**config.mk**
```make
export PLATFORM = sky130hd
export DESIGN_NAME = fila_param
export DESIGN_NICKNAME = d
export VERILOG_FILES = /design/src/rtl/fila_pkg.sv /design/src/rtl/fila_ptr.sv /design/src/rtl/fila_param.sv
export SDC_FILE = /design/constraint.sdc
export NUM_CORES = 1
export LEC_CHECK = 0
export ABC_CLOCK_PERIOD_IN_PS = 5700
export CAP_MARGIN = 0
export CORE_AREA = 2 2 96 98
export DETAILED_ROUTE_END_ITERATION = 6
export DIE_AREA = 0 0 98 100
export SLEW_MARGIN = 25
export SYNTH_ARGS = -nofsm -noshare
export SYNTH_HDL_FRONTEND = slang
export SYNTH_SLANG_ARGS = --single-unit
```
**constraint.sdc**
```tcl
create_clock -name clk_10KHz -period 5.7 [get_ports clk_10KHz]
set_input_delay 0.57 -clock clk_10KHz [delete_from_list [all_inputs] [get_ports clk_10KHz]]
set_output_delay 0.57 -clock clk_10KHz [all_outputs]
set_load 0.005 [all_outputs]
```
**src/rtl/fila_pkg.sv**
```systemverilog
// fila_pkg: shared defaults and pointer helper for the fila_param queue.
package fila_pkg;

  localparam int FILA_DATA_W_DEF = 8;
  localparam int FILA_DEPTH_DEF  = 8;

  // Wrap-around increment by explicit compare, so DEPTH need not be a power of two.
  function automatic logic [31:0] next_ptr(input logic [31:0] ptr, input logic [31:0] depth);
    if (ptr == depth - 32'd1) begin
      return 32'd0;
    end
    return ptr + 32'd1;
  endfunction

endpackage

```
**src/rtl/fila_ptr.sv**
```systemverilog
// fila_ptr: wrapping pointer register (0..DEPTH-1) with advance enable and
// asynchronous active-low clear. Used for both head and tail of fila_param.
module fila_ptr
  import fila_pkg::*;
#(
  parameter int DEPTH = FILA_DEPTH_DEF,
  parameter int PTR_W = $clog2(DEPTH)
) (
  input  logic             clk_10KHz,
  input  logic             reset,
  input  logic             adv,
  output logic [PTR_W-1:0] ptr
);

  logic [PTR_W-1:0] ptr_nxt;

  // Next pointer value, wrapping from DEPTH-1 back to 0.
  always_comb begin
    ptr_nxt = PTR_W'(next_ptr(32'(ptr), 32'(DEPTH)));
  end

  // Pointer register; advances only when the owning request is accepted.
  always_ff @(posedge clk_10KHz or negedge reset) begin
    if (!reset) begin
      ptr <= '0;
    end else if (adv) begin
      ptr <= ptr_nxt;
    end
  end

endmodule

```
**src/rtl/fila_param.sv**
```systemverilog
// fila_param: parametrised synchronous FIFO with full/empty status and
// overflow/underflow reporting. Single 10 kHz clock, async active-low reset.
// Optional macro FILA_STICKY_ERR_EN: error flags latch until reset instead of
// pulsing for one cycle.
module fila_param
  import fila_pkg::*;
#(
  parameter int DATA_W = FILA_DATA_W_DEF,
  parameter int DEPTH  = FILA_DEPTH_DEF,
  parameter int LEN_W  = $clog2(DEPTH + 1)
) (
  input  logic              clk_10KHz,
  input  logic              reset,
  input  logic [DATA_W-1:0] data_in,
  input  logic              enqueue_in,
  input  logic              dequeue_in,
  output logic [DATA_W-1:0] data_out,
  output logic [LEN_W-1:0]  len_out,
  output logic              full_out,
  output logic              empty_out,
  output logic              overflow_out,
  output logic              underflow_out
);

  localparam int PTR_W = $clog2(DEPTH);

  logic [DATA_W-1:0] mem [DEPTH];
  logic [PTR_W-1:0]  head;
  logic [PTR_W-1:0]  tail;
  logic [LEN_W-1:0]  len_q;
  logic              deq_ok;
  logic              enq_ok;
  logic              ovf_ev;
  logic              unf_ev;

  // Accept decisions. A full queue still takes an enqueue when a dequeue frees
  // a slot in the same cycle; an empty queue never bypasses data_in to data_out.
  always_comb begin
    deq_ok = dequeue_in && (len_q != '0);
    enq_ok = enqueue_in && ((len_q != LEN_W'(DEPTH)) || deq_ok);
    ovf_ev = enqueue_in && !enq_ok;
    unf_ev = dequeue_in && !deq_ok;
  end

  fila_ptr #(.DEPTH(DEPTH), .PTR_W(PTR_W)) u_head (
    .clk_10KHz (clk_10KHz),
    .reset     (reset),
    .adv       (deq_ok),
    .ptr       (head)
  );

  fila_ptr #(.DEPTH(DEPTH), .PTR_W(PTR_W)) u_tail (
    .clk_10KHz (clk_10KHz),
    .reset     (reset),
    .adv       (enq_ok),
    .ptr       (tail)
  );

  // Storage write; contents are deliberately not reset.
  always_ff @(posedge clk_10KHz) begin
    if (enq_ok) begin
      mem[tail] <= data_in;
    end
  end

  // Occupancy counter; simultaneous accepts leave it unchanged.
  always_ff @(posedge clk_10KHz or negedge reset) begin
    if (!reset) begin
      len_q <= '0;
    end else if (enq_ok && !deq_ok) begin
      len_q <= len_q + LEN_W'(1);
    end else if (deq_ok && !enq_ok) begin
      len_q <= len_q - LEN_W'(1);
    end
  end

  // Registered output word; holds unless a dequeue is accepted.
  always_ff @(posedge clk_10KHz or negedge reset) begin
    if (!reset) begin
      data_out <= '0;
    end else if (deq_ok) begin
      data_out <= mem[head];
    end
  end

  // Error flags: one-cycle pulses, or latched until reset when sticky.
  always_ff @(posedge clk_10KHz or negedge reset) begin
    if (!reset) begin
      overflow_out  <= 1'b0;
      underflow_out <= 1'b0;
    end else begin
`ifdef FILA_STICKY_ERR_EN
      if (ovf_ev) overflow_out  <= 1'b1;
      if (unf_ev) underflow_out <= 1'b1;
`else
      overflow_out  <= ovf_ev;
      underflow_out <= unf_ev;
`endif
    end
  end

  // Status decoded from the len register.
  always_comb begin
    len_out   = len_q;
    full_out  = (len_q == LEN_W'(DEPTH));
    empty_out = (len_q == '0);
  end

endmodule

```
Word level (Yosys, flattened, before mapping)
Memory sizes are Yosys's and may differ from the RTL's. A register that Yosys moved wholly into a read port is not among the register bits.
Cells that the tools add are included.
- register bits after elaboration: 12
- RAM bits: 64
- bits of input ports: 12
- output and inout bits: 16
- word-level logic and storage cells: 37
- memories: 1
- memories (memory ; depth ; bits a word ; read ports ; clocked after memory_dff ; wr ports ; line ; RTL):
    mem ; 8 ; 8 ; 1 ; 1 ; 1 ; fila_param.sv:27 ; logic [DATA_W-1:0] mem [DEPTH];
- $add $sub $neg: 4
- eq/ne operators: 4
- mux-type cells: 10
- reduce and logical (&&, ||, !) cells: 13
- operators with widths (kind ; number):
    3-bit 2-to-1 mux ; 4
    4-bit 2-to-1 mux ; 2
    3-bit by 1-bit adder with 3-bit output (second input constant) ; 2
    3-bit equality test (second input constant) ; 2
    1-bit logical AND ; 6
    4-bit by 1-bit adder with 4-bit output (second input constant) ; 1
    4-bit equality test (second input constant) ; 1
    4-bit logical NOT ; 1
    1-bit 2-to-1 mux ; 4
    4-bit inequality test (second input constant) ; 1
    4-bit nonzero test ; 1
    4-bit by 1-bit subtractor with 4-bit output (second input constant) ; 1
    1-bit logical NOT ; 3
    2-bit nonzero test ; 1
    1-bit logical OR ; 1

Longest topological paths before layout
Gate-level depths: netlist of run 1.
- depth after elaboration: 8
- mapped depth: 10
- gate-level depth less buffers: 10

Hierarchy
A second synthesis of run 1 with hierarchy kept.
- cells, all modules: 219
- area, all modules: 3493.4 um^2
- modules (own cells, without submodules) (module ; times used ; cells an instance ; area an instance (um^2) ; sequential area each (um^2)):
    fila_param ; 1 ; 197 ; 3208.1 ; 2272.2
    fila_ptr ; 2 ; 11 ; 142.6 ; 75.1

Worst setup path before layout of run 1
No wires, ideal clock.
- path type: flip-flop to flip-flop
- start point: reg len_q[1] (netlist: len_out[1])
- end point: reg len_q[3] (netlist: len_out[3])
- setup time: 0.136 ns
- arrival: 2.547 ns
- required time: 5.564 ns
- setup slack: 3.017 ns
- cell stages (with the launch flop): 10
- path buffers: 0
- period minus slack after synthesis: 2.683 ns
- cells stage by stage: dfrtp_1 > or4b_4 > o21ai_4 > inv_2 > ha_1 > inv_1 > ha_1 > a21o_1 > a2111oi_0 > o31ai_1
- word-level cells in the longest chain between the ends: 7
- elaborated cells between the ends (all ways): 14
- classes of those cells: add/sub (2); eq/ne (1); mux (2); reduce/logical (9)
- ends and longest elaborated chain (what ; line ; RTL):
    start: declaration ; fila_param.sv:30 ; logic [LEN_W-1:0] len_q;
    start signal: assignment ; fila_param.sv:71 ; len_q <= len_q + LEN_W'(1);
    start signal: assignment ; fila_param.sv:73 ; len_q <= len_q - LEN_W'(1);
    4-bit nonzero test ; fila_param.sv:39 ; deq_ok = dequeue_in && (len_q != '0);
    1-bit logical AND ; fila_param.sv:39 ;
    1-bit logical OR * ; fila_param.sv:40 ; enq_ok = enqueue_in && ((len_q != LEN_W'(DEPTH)) || deq_ok);
    1-bit logical AND * ; fila_param.sv:40 ;
    named net enq_ok ; fila_param.sv:32 ; logic enq_ok;
    1-bit logical NOT ; fila_param.sv:72 ; end else if (deq_ok && !enq_ok) begin
    1-bit logical AND ; fila_param.sv:72 ;
    2-bit nonzero test (no source line) ; - ;
The timed path passes the listed nets; every way through them passes the cells marked *. The select of a mux whose other input is x is not followed.
A chain may end at the register's enable or synchronous reset.

Worst setup path after layout of run 1
- start point: reg len_q[0] (netlist: len_out[0])
- end point: reg len_q[3] (netlist: len_out[3])
- word-level cells in the longest chain between the ends: 7
- elaborated cells between the ends (all ways): 14
- classes of those cells: add/sub (2); eq/ne (1); mux (2); reduce/logical (9)
- ends and longest elaborated chain (what):
    branches (longest 7 deep; another with 4-bit by 1-bit subtractor with 4-bit output)
Several ways; the timed one is not identified. The select of a mux whose other input is x is not followed.

==> results of run 1 <==
flip-flops by register name (all words and copies together), names as in the netlist:
register / cells
mem: 64
data_out: 8
len_out: 4
u_head.ptr: 3
u_tail.ptr: 3
overflow_out: 1
underflow_out: 1
per-stage QoR:
step,util,power [mW],std cells
2_1_floorplan,-,1.32,220
3_3_place_gp,0.433,1.54,352
3_5_place_dp,0.433,1.56,352
4_1_cts,0.452,1.93,368
5_1_grt,0.452,2.04,368
6_report,0.452,1.91,368
report_power, final:
part           switching [mW]  leakage (nW)  internal [mW]
clock                   0.217        0.0797          0.159
sequential             0.0843         0.825          0.790
combinational           0.328         0.532          0.332
critical path, stage by stage (launching register included):
cell and delay, ns:
dfrtp_1 0.47, nor4_1 0.44, nand2b_1 0.64, ha_1 0.34
inv_1 0.13, ha_1 0.29, a21o_1 0.18, a2111oi_0 0.42
o31ai_1 0.14
final cells by class:
type                       count  area, um2
fill                         790       4880
clock inverter                 7       48.8
timing repair buffer          30        288
clock buffer                   9        124
sequential                    84       2420
inverter                       3       11.3
tap                          111        139
multi-input combinational    124        981
cell usage in the layout (no fill, tap or decap), types with 7 or more instances in the layout:
master           instances
a221o_1                  8
clkbuf_8                 9
clkdlybuf4s50_1         26
dfrtp_1                 20
edfxtp_1                64
ha_1                     7
mux2_2                  18
mux2i_1                 17
nand2_1                 18
o22ai_1                  8
per-layer routing:
metal,share of wire,vias up,global-route usage
met3,0.032,10,0.0355
met4,0.023,0,0.0748
li1,-,910,-
met2,0.48,39,0.222
met1,0.47,914,0.174
met5,0,-,0
cells by family (layout without fill, tap and decap cells):
kind of cell / count (synthesis) / count (layout) / share of synthesized area
and+or+nand+nor: 44 / 44 / 0.0630
adders and majority gates: 8 / 8 / 0.0311
xor gates and xnor gates: 2 / 2 / 0.00507
AOI/OAI and AO/OA: 35 / 35 / 0.0724
buffers and inverters: 12 / 49 / 0.0203
DFF: 84 / 84 / 0.700
muxes: 35 / 35 / 0.108
worst max-delay path by stage:
stage	to	slack [ns]	depth (start not counted)
after CTS	len_out[3]	2.48	8
final	len_out[3]	2.51	8
after detailed placement	len_out[3]	2.40	8
after floorplan	len_out[3]	3.02	9
after global routing	len_out[3]	2.13	8
after global placement	len_out[3]	2.46	8
==> key figures, run 1 <==
Outcome
  • Status: completed

Global route
  • First-pass GRT wire length: 10100 um
  • Largest net degree at the start of global routing: 36
  • Initial antenna violation count: 0
  • Vias in the first global route: between 1500 and 2000
  • Overflow after GRT: 0
  • GRT Overall Usage: 0.139

Critical path
  • Worst EP required: around 5.9 ns
  • Critical path launch point type: register
  • Crit path kind: reg -> reg
  • Crit path DAT: between 3 and 4 ns
  • CP Capture Type: register
  • Reg2reg start: len_out[0]
  • R2r endpoint: len_out[3]
  • R2R cell count: 8
  • Reg2Reg Setup Slack: 2.51 ns
  • Crit path from: len_out[0]
  • CP Max Fanout: 22

Detailed routing
  • Routed length per instance: approximately 17 um
  • DRC errors left: 0
  • Pre-antenna DRT Iters: 4
  • Via count: approximately 1900
  • Post-route antenna net violation count: 0
  • DRT Wirelength: roughly 6200 um
  • Detailed Route Iter0 Violations: between 80 and 90
  • Drt via density: 5.09

Floorplanning
  • Core area: 8890 um2
  • Die H: 100 um
  • Die area: between 9000 and 10000 um2
  • Chip Width: between 90 and 100 um
  • Starting density of the core: 0.389
  • Ports: 28
  • FP Rows: 35

Logic synthesis
  • Cell area after synthesis: roughly 3500 um2
  • Synth area leader: edfxtp_1
  • Post-synthesis cell type count: 33
  • Primary FF master, synth: edfxtp_1
  • Post-synth EDFFs: 64
  • Mapped Nets: 240
  • Syn Area/Cell: 15.7 um2
  • Mapped Cells: 220
  • Register area share after synthesis: 0.700
  • Most frequent cell after synthesis: edfxtp_1
  • Synth cell count leaders: 64 x edfxtp_1, 20 x dfrtp_1, 18 x mux2_2, 18 x nand2_1, 17 x mux2i_1
  • Synth Register Bits: 84
  • Area share of the largest cell type after synthesis: 0.556
  • Synth warnings: 0
  • Synth area leaders: edfxtp_1 56%, dfrtp_1 14%, mux2_2 5.9%
  • Asr flop ratio synth: 0.238

STA
  • Final Hold Viols: 0
  • Final Slew Violations: 0
  • Fin crit share: 0.559
  • Worst-Margin Slew: about 1.0 ns
  • Worst Clk Skew: around 0.008 ns
  • Endpoints failing setup: 0
  • Setup TNS: 0 ns
  • Hold slack: 0.150 ns
  • Setup repair after global routing missed its margin: no
  • Post-route setup slack: between 2 and 3 ns
  • Max transition margin: 0.327
  • Maximum clock frequency: 314 MHz
  • Tmin final: ~3.2 ns

CTS
  • CTS Sinks: 84
  • H-Tree Depth: 3
  • CTS max path bufs: 2
  • CTS Buf Count: 9
  • CTS clk-pin slew, worst paths: about 0.080 ns
  • Cts repair resizes: 0
  • Post-CTS setup repair buffer count: 0
  • CTS root buf: clkbuf_8
  • Clock Latency Late Sink: around 0.36 ns
  • TritonCTS clock tree: yes
  • Quantity of hold-fixing buffers added after cts: 0

Pwr
  • Pwr Density: between 400 and 500 nW/um2
  • Leak: around 1.4 nW
  • Max rail drop VDD: 0.000214 V

Job
  • Max-cap violations: 0

Place
  • # port buffers: 27
  • Post-DP Area: about 3800 um2
  • Detailed-placement wirelength estimate: approximately 4000 um
  • Routability cong.: about 0.76
  • Pre-CTS WS: ~2.4 ns

Layout
  • Finished layout cell area: approximately 4000 um2
  • Synth-to-Final Area Change: 16.1%
  • Inserted Diodes: 0
  • Share of layout cells above drive strength 1: 0.171
  • Final #Nets: roughly 270

Hold path
  • Hold Crit Class: in -> async
Power figures use the tool's default switching activity.
==> inputs of run 2 (changes only) <==
--- a/config.mk
+++ b/config.mk
@@ -5,7 +5,7 @@
 export SDC_FILE = /design/constraint.sdc
 export NUM_CORES = 1
 export LEC_CHECK = 0
-export ABC_CLOCK_PERIOD_IN_PS = 5700
+export ABC_CLOCK_PERIOD_IN_PS = 2900
 export CAP_MARGIN = 0
 export CORE_AREA = 2 2 96 98
 export DETAILED_ROUTE_END_ITERATION = 6
==> constraint.sdc (replaced) <==
create_clock -name clk_10KHz -period 2.9 [get_ports clk_10KHz]
set_input_delay 0.29 -clock clk_10KHz [delete_from_list [all_inputs] [get_ports clk_10KHz]]
set_output_delay 0.29 -clock clk_10KHz [all_outputs]
set_load 0.005 [all_outputs]
==> run 2 against run 1 <==
Compared with the run above: clock skew is essentially flat; largest cell class unchanged; register-to-register slack got worse by 2.4 ns; maximum frequency grew 16%; highest routed layer unchanged; critical path depth grew 1; critical endpoint unchanged; routed wire length grew 0.24%; worst hold slack better by 0.25 ns.
==> key figures, run 2 (synthesis gave the netlist of run 1 again) <==
Global route
  • Vias in the first global route: 1869
  • First-pass GRT wire length: approximately 10000 um
  • GRT Overall Usage: 0.139
  • Initial antenna violation count: 0
  • Overflow after GRT: 0
  • Largest net degree at the start of global routing: 36

Critical path
  • CP max stage delay: 0.58 ns
  • CP Capture Type: register
  • Worst EP required: between 3 and 4 ns
  • Buf+Inv Stages, Crit Path: 2
  • R2r endpoint: len_out[3]
  • Critical path launch point type: register
  • Crit path from: len_out[0]
  • Crit path kind: reg -> reg
  • Crit path DAT: just under 3 ns
  • Reg2Reg Setup Slack: 0.16 ns
  • Critical Path Slowest Stage Cell: or4b_4
  • CP Cell Sequence: or4b_4, o21ai_4, inv_2, ha_1, inv_2, ha_1, a21o_1, a2111oi_1, o31ai_1
  • CP top delay family: compound AO/OA/AOI/OAI gates
  • Reg2reg start: len_out[0]
  • CP Max Fanout: 6
  • R2R cell count: 9

Layout
  • Finished layout cell area: roughly 4100 um2
  • Final non-filler cell total: between 300 and 400
  • Most frequent cells in the layout: 64 x edfxtp_1, 26 x clkdlybuf4s50_1, 20 x dfrtp_1
  • Share of layout cells above drive strength 1: 0.191
  • Inserted Diodes: 0
  • Commonest non-fill, non-tap cell in the layout: edfxtp_1
  • Synth-to-Final Area Change: 18.7%
  • Max reg flops: 64
  • Final #Nets: between 200 and 300
  • Biggest register: mem

Place
  • Routability cong.: 0.751
  • Placed cells: around 360
  • Detailed-placement wirelength estimate: 3890 um
  • # port buffers: 27
  • Post-DP Area: a little under 4000 um2

Pwr
  • Leak: roughly 1.5 nW
  • Tot Pwr: between 3 and 4 mW
  • Max rail drop VDD: 0.000306 V
  • Pwr Density: about 950 nW/um2

STA
  • Final Hold Viols: 0
  • Final Slew Violations: 0
  • Tmin final: around 2.7 ns
  • Hold slack: approximately 0.40 ns
  • Maximum clock frequency: between 300 and 400 MHz
  • Max transition margin: 0.533
  • Worst-Margin Slew: between 0.6 and 0.7 ns
  • Worst Clk Skew: between 0.007 and 0.008 ns
  • Setup TNS: 0 ns
  • Fin crit share: 0.945
  • Setup repair after global routing missed its margin: no
  • Endpoints failing setup: 0

Floorplanning
  • FP Rows: 35
  • Starting density of the core: 0.389
  • Chip Width: slightly below 100 um
  • Ports: 28
  • Die H: 100 um
  • Die area: slightly below 10000 um2
  • Core area: 8890 um2

Detailed routing
  • Drt via density: 5.08
  • Post-route antenna net violation count: 0
  • Via count: between 1500 and 2000
  • Pre-antenna DRT Iters: 4
  • Detailed Route Iter0 Violations: between 100 and 150
  • DRC errors left: 0
  • DRT Wirelength: 6190 um
  • Routed length per instance: between 15 and 20 um

Outcome
  • Status: completed

CTS
  • H-Tree Depth: 3
  • CTS clk-pin slew, worst paths: approximately 0.080 ns
  • Clock Latency Late Sink: between 0.3 and 0.4 ns
  • CTS Sinks: 84
  • CTS root buf: clkbuf_8
  • TritonCTS clock tree: yes
  • CTS max path bufs: 2
  • CTS Buf Count: 9

Job
  • Max-cap violations: 0

Hold path
  • Hold Crit Class: in -> async
run 2: worst reg2reg max path, cell delays in order, from the launching register on:
cell       delay [ns]
dfrtp_1          0.47
or4b_4           0.58
o21ai_4          0.16
inv_2            0.06
ha_1             0.23
inv_2            0.13
ha_1             0.24
a21o_1           0.19
a2111oi_1        0.42
o31ai_1          0.14
run 2: how the worst max path moves through the flow:
stage / cells after the start / slack (ns) / to
after floorplan: 9 / 0.22 / len_out[3]
after global placement: 9 / 0.21 / len_out[3]
after detailed placement: 9 / 0.09 / len_out[3]
after CTS: 9 / 0.05 / len_out[3]
after global routing: 9 / 0.03 / len_out[3]
final: 9 / 0.16 / len_out[3]
run 2: report_power, final:
part / internal, mW / switching, mW / leakage (nW) / total [mW]
logic: 0.686 / 0.670 / 0.578 / 1.36
registers: 1.55 / 0.148 / 0.825 / 1.70
clock network: 0.405 / 0.419 / 0.0971 / 0.824
run 2: routing by layer:
| layer | routed length (um) | global-route usage |
|---|---|---|
| met4 | 99 | 0.0545 |
| met1 | 2920 | 0.189 |
| met5 | 0 | 0 |
| met3 | 265 | 0.0327 |
| met2 | 2910 | 0.217 |
run 2: final cells by class:
class                      count  area, um2
clock inverter                 6       72.6
tap                          111        139
timing repair buffer          40        365
fill                         786       4780
multi-input combinational    124        967
clock buffer                  10        128
inverter                       3       11.3
sequential                    84       2420
run 2: per-stage QoR:
| stage | util | setup slack [ns] |
|---|---|---|
| 2_1_floorplan | - | 0.217 |
| 3_3_place_gp | 0.439 | 0.215 |
| 3_5_place_dp | 0.439 | 0.0928 |
| 4_1_cts | 0.461 | 0.0528 |
| 5_1_grt | 0.462 | 0.0334 |
| 6_report | 0.462 | 0.160 |
run 2: repair_timing:
item / 4_1_cts / 5_1_grt
hold buffers: 0 / 1
setup buffers: 0 / 0
endpoints found under the setup margin: 0 / 1
endpoints found under the hold margin: 0 / 20
gates resized for setup: 0 / 2
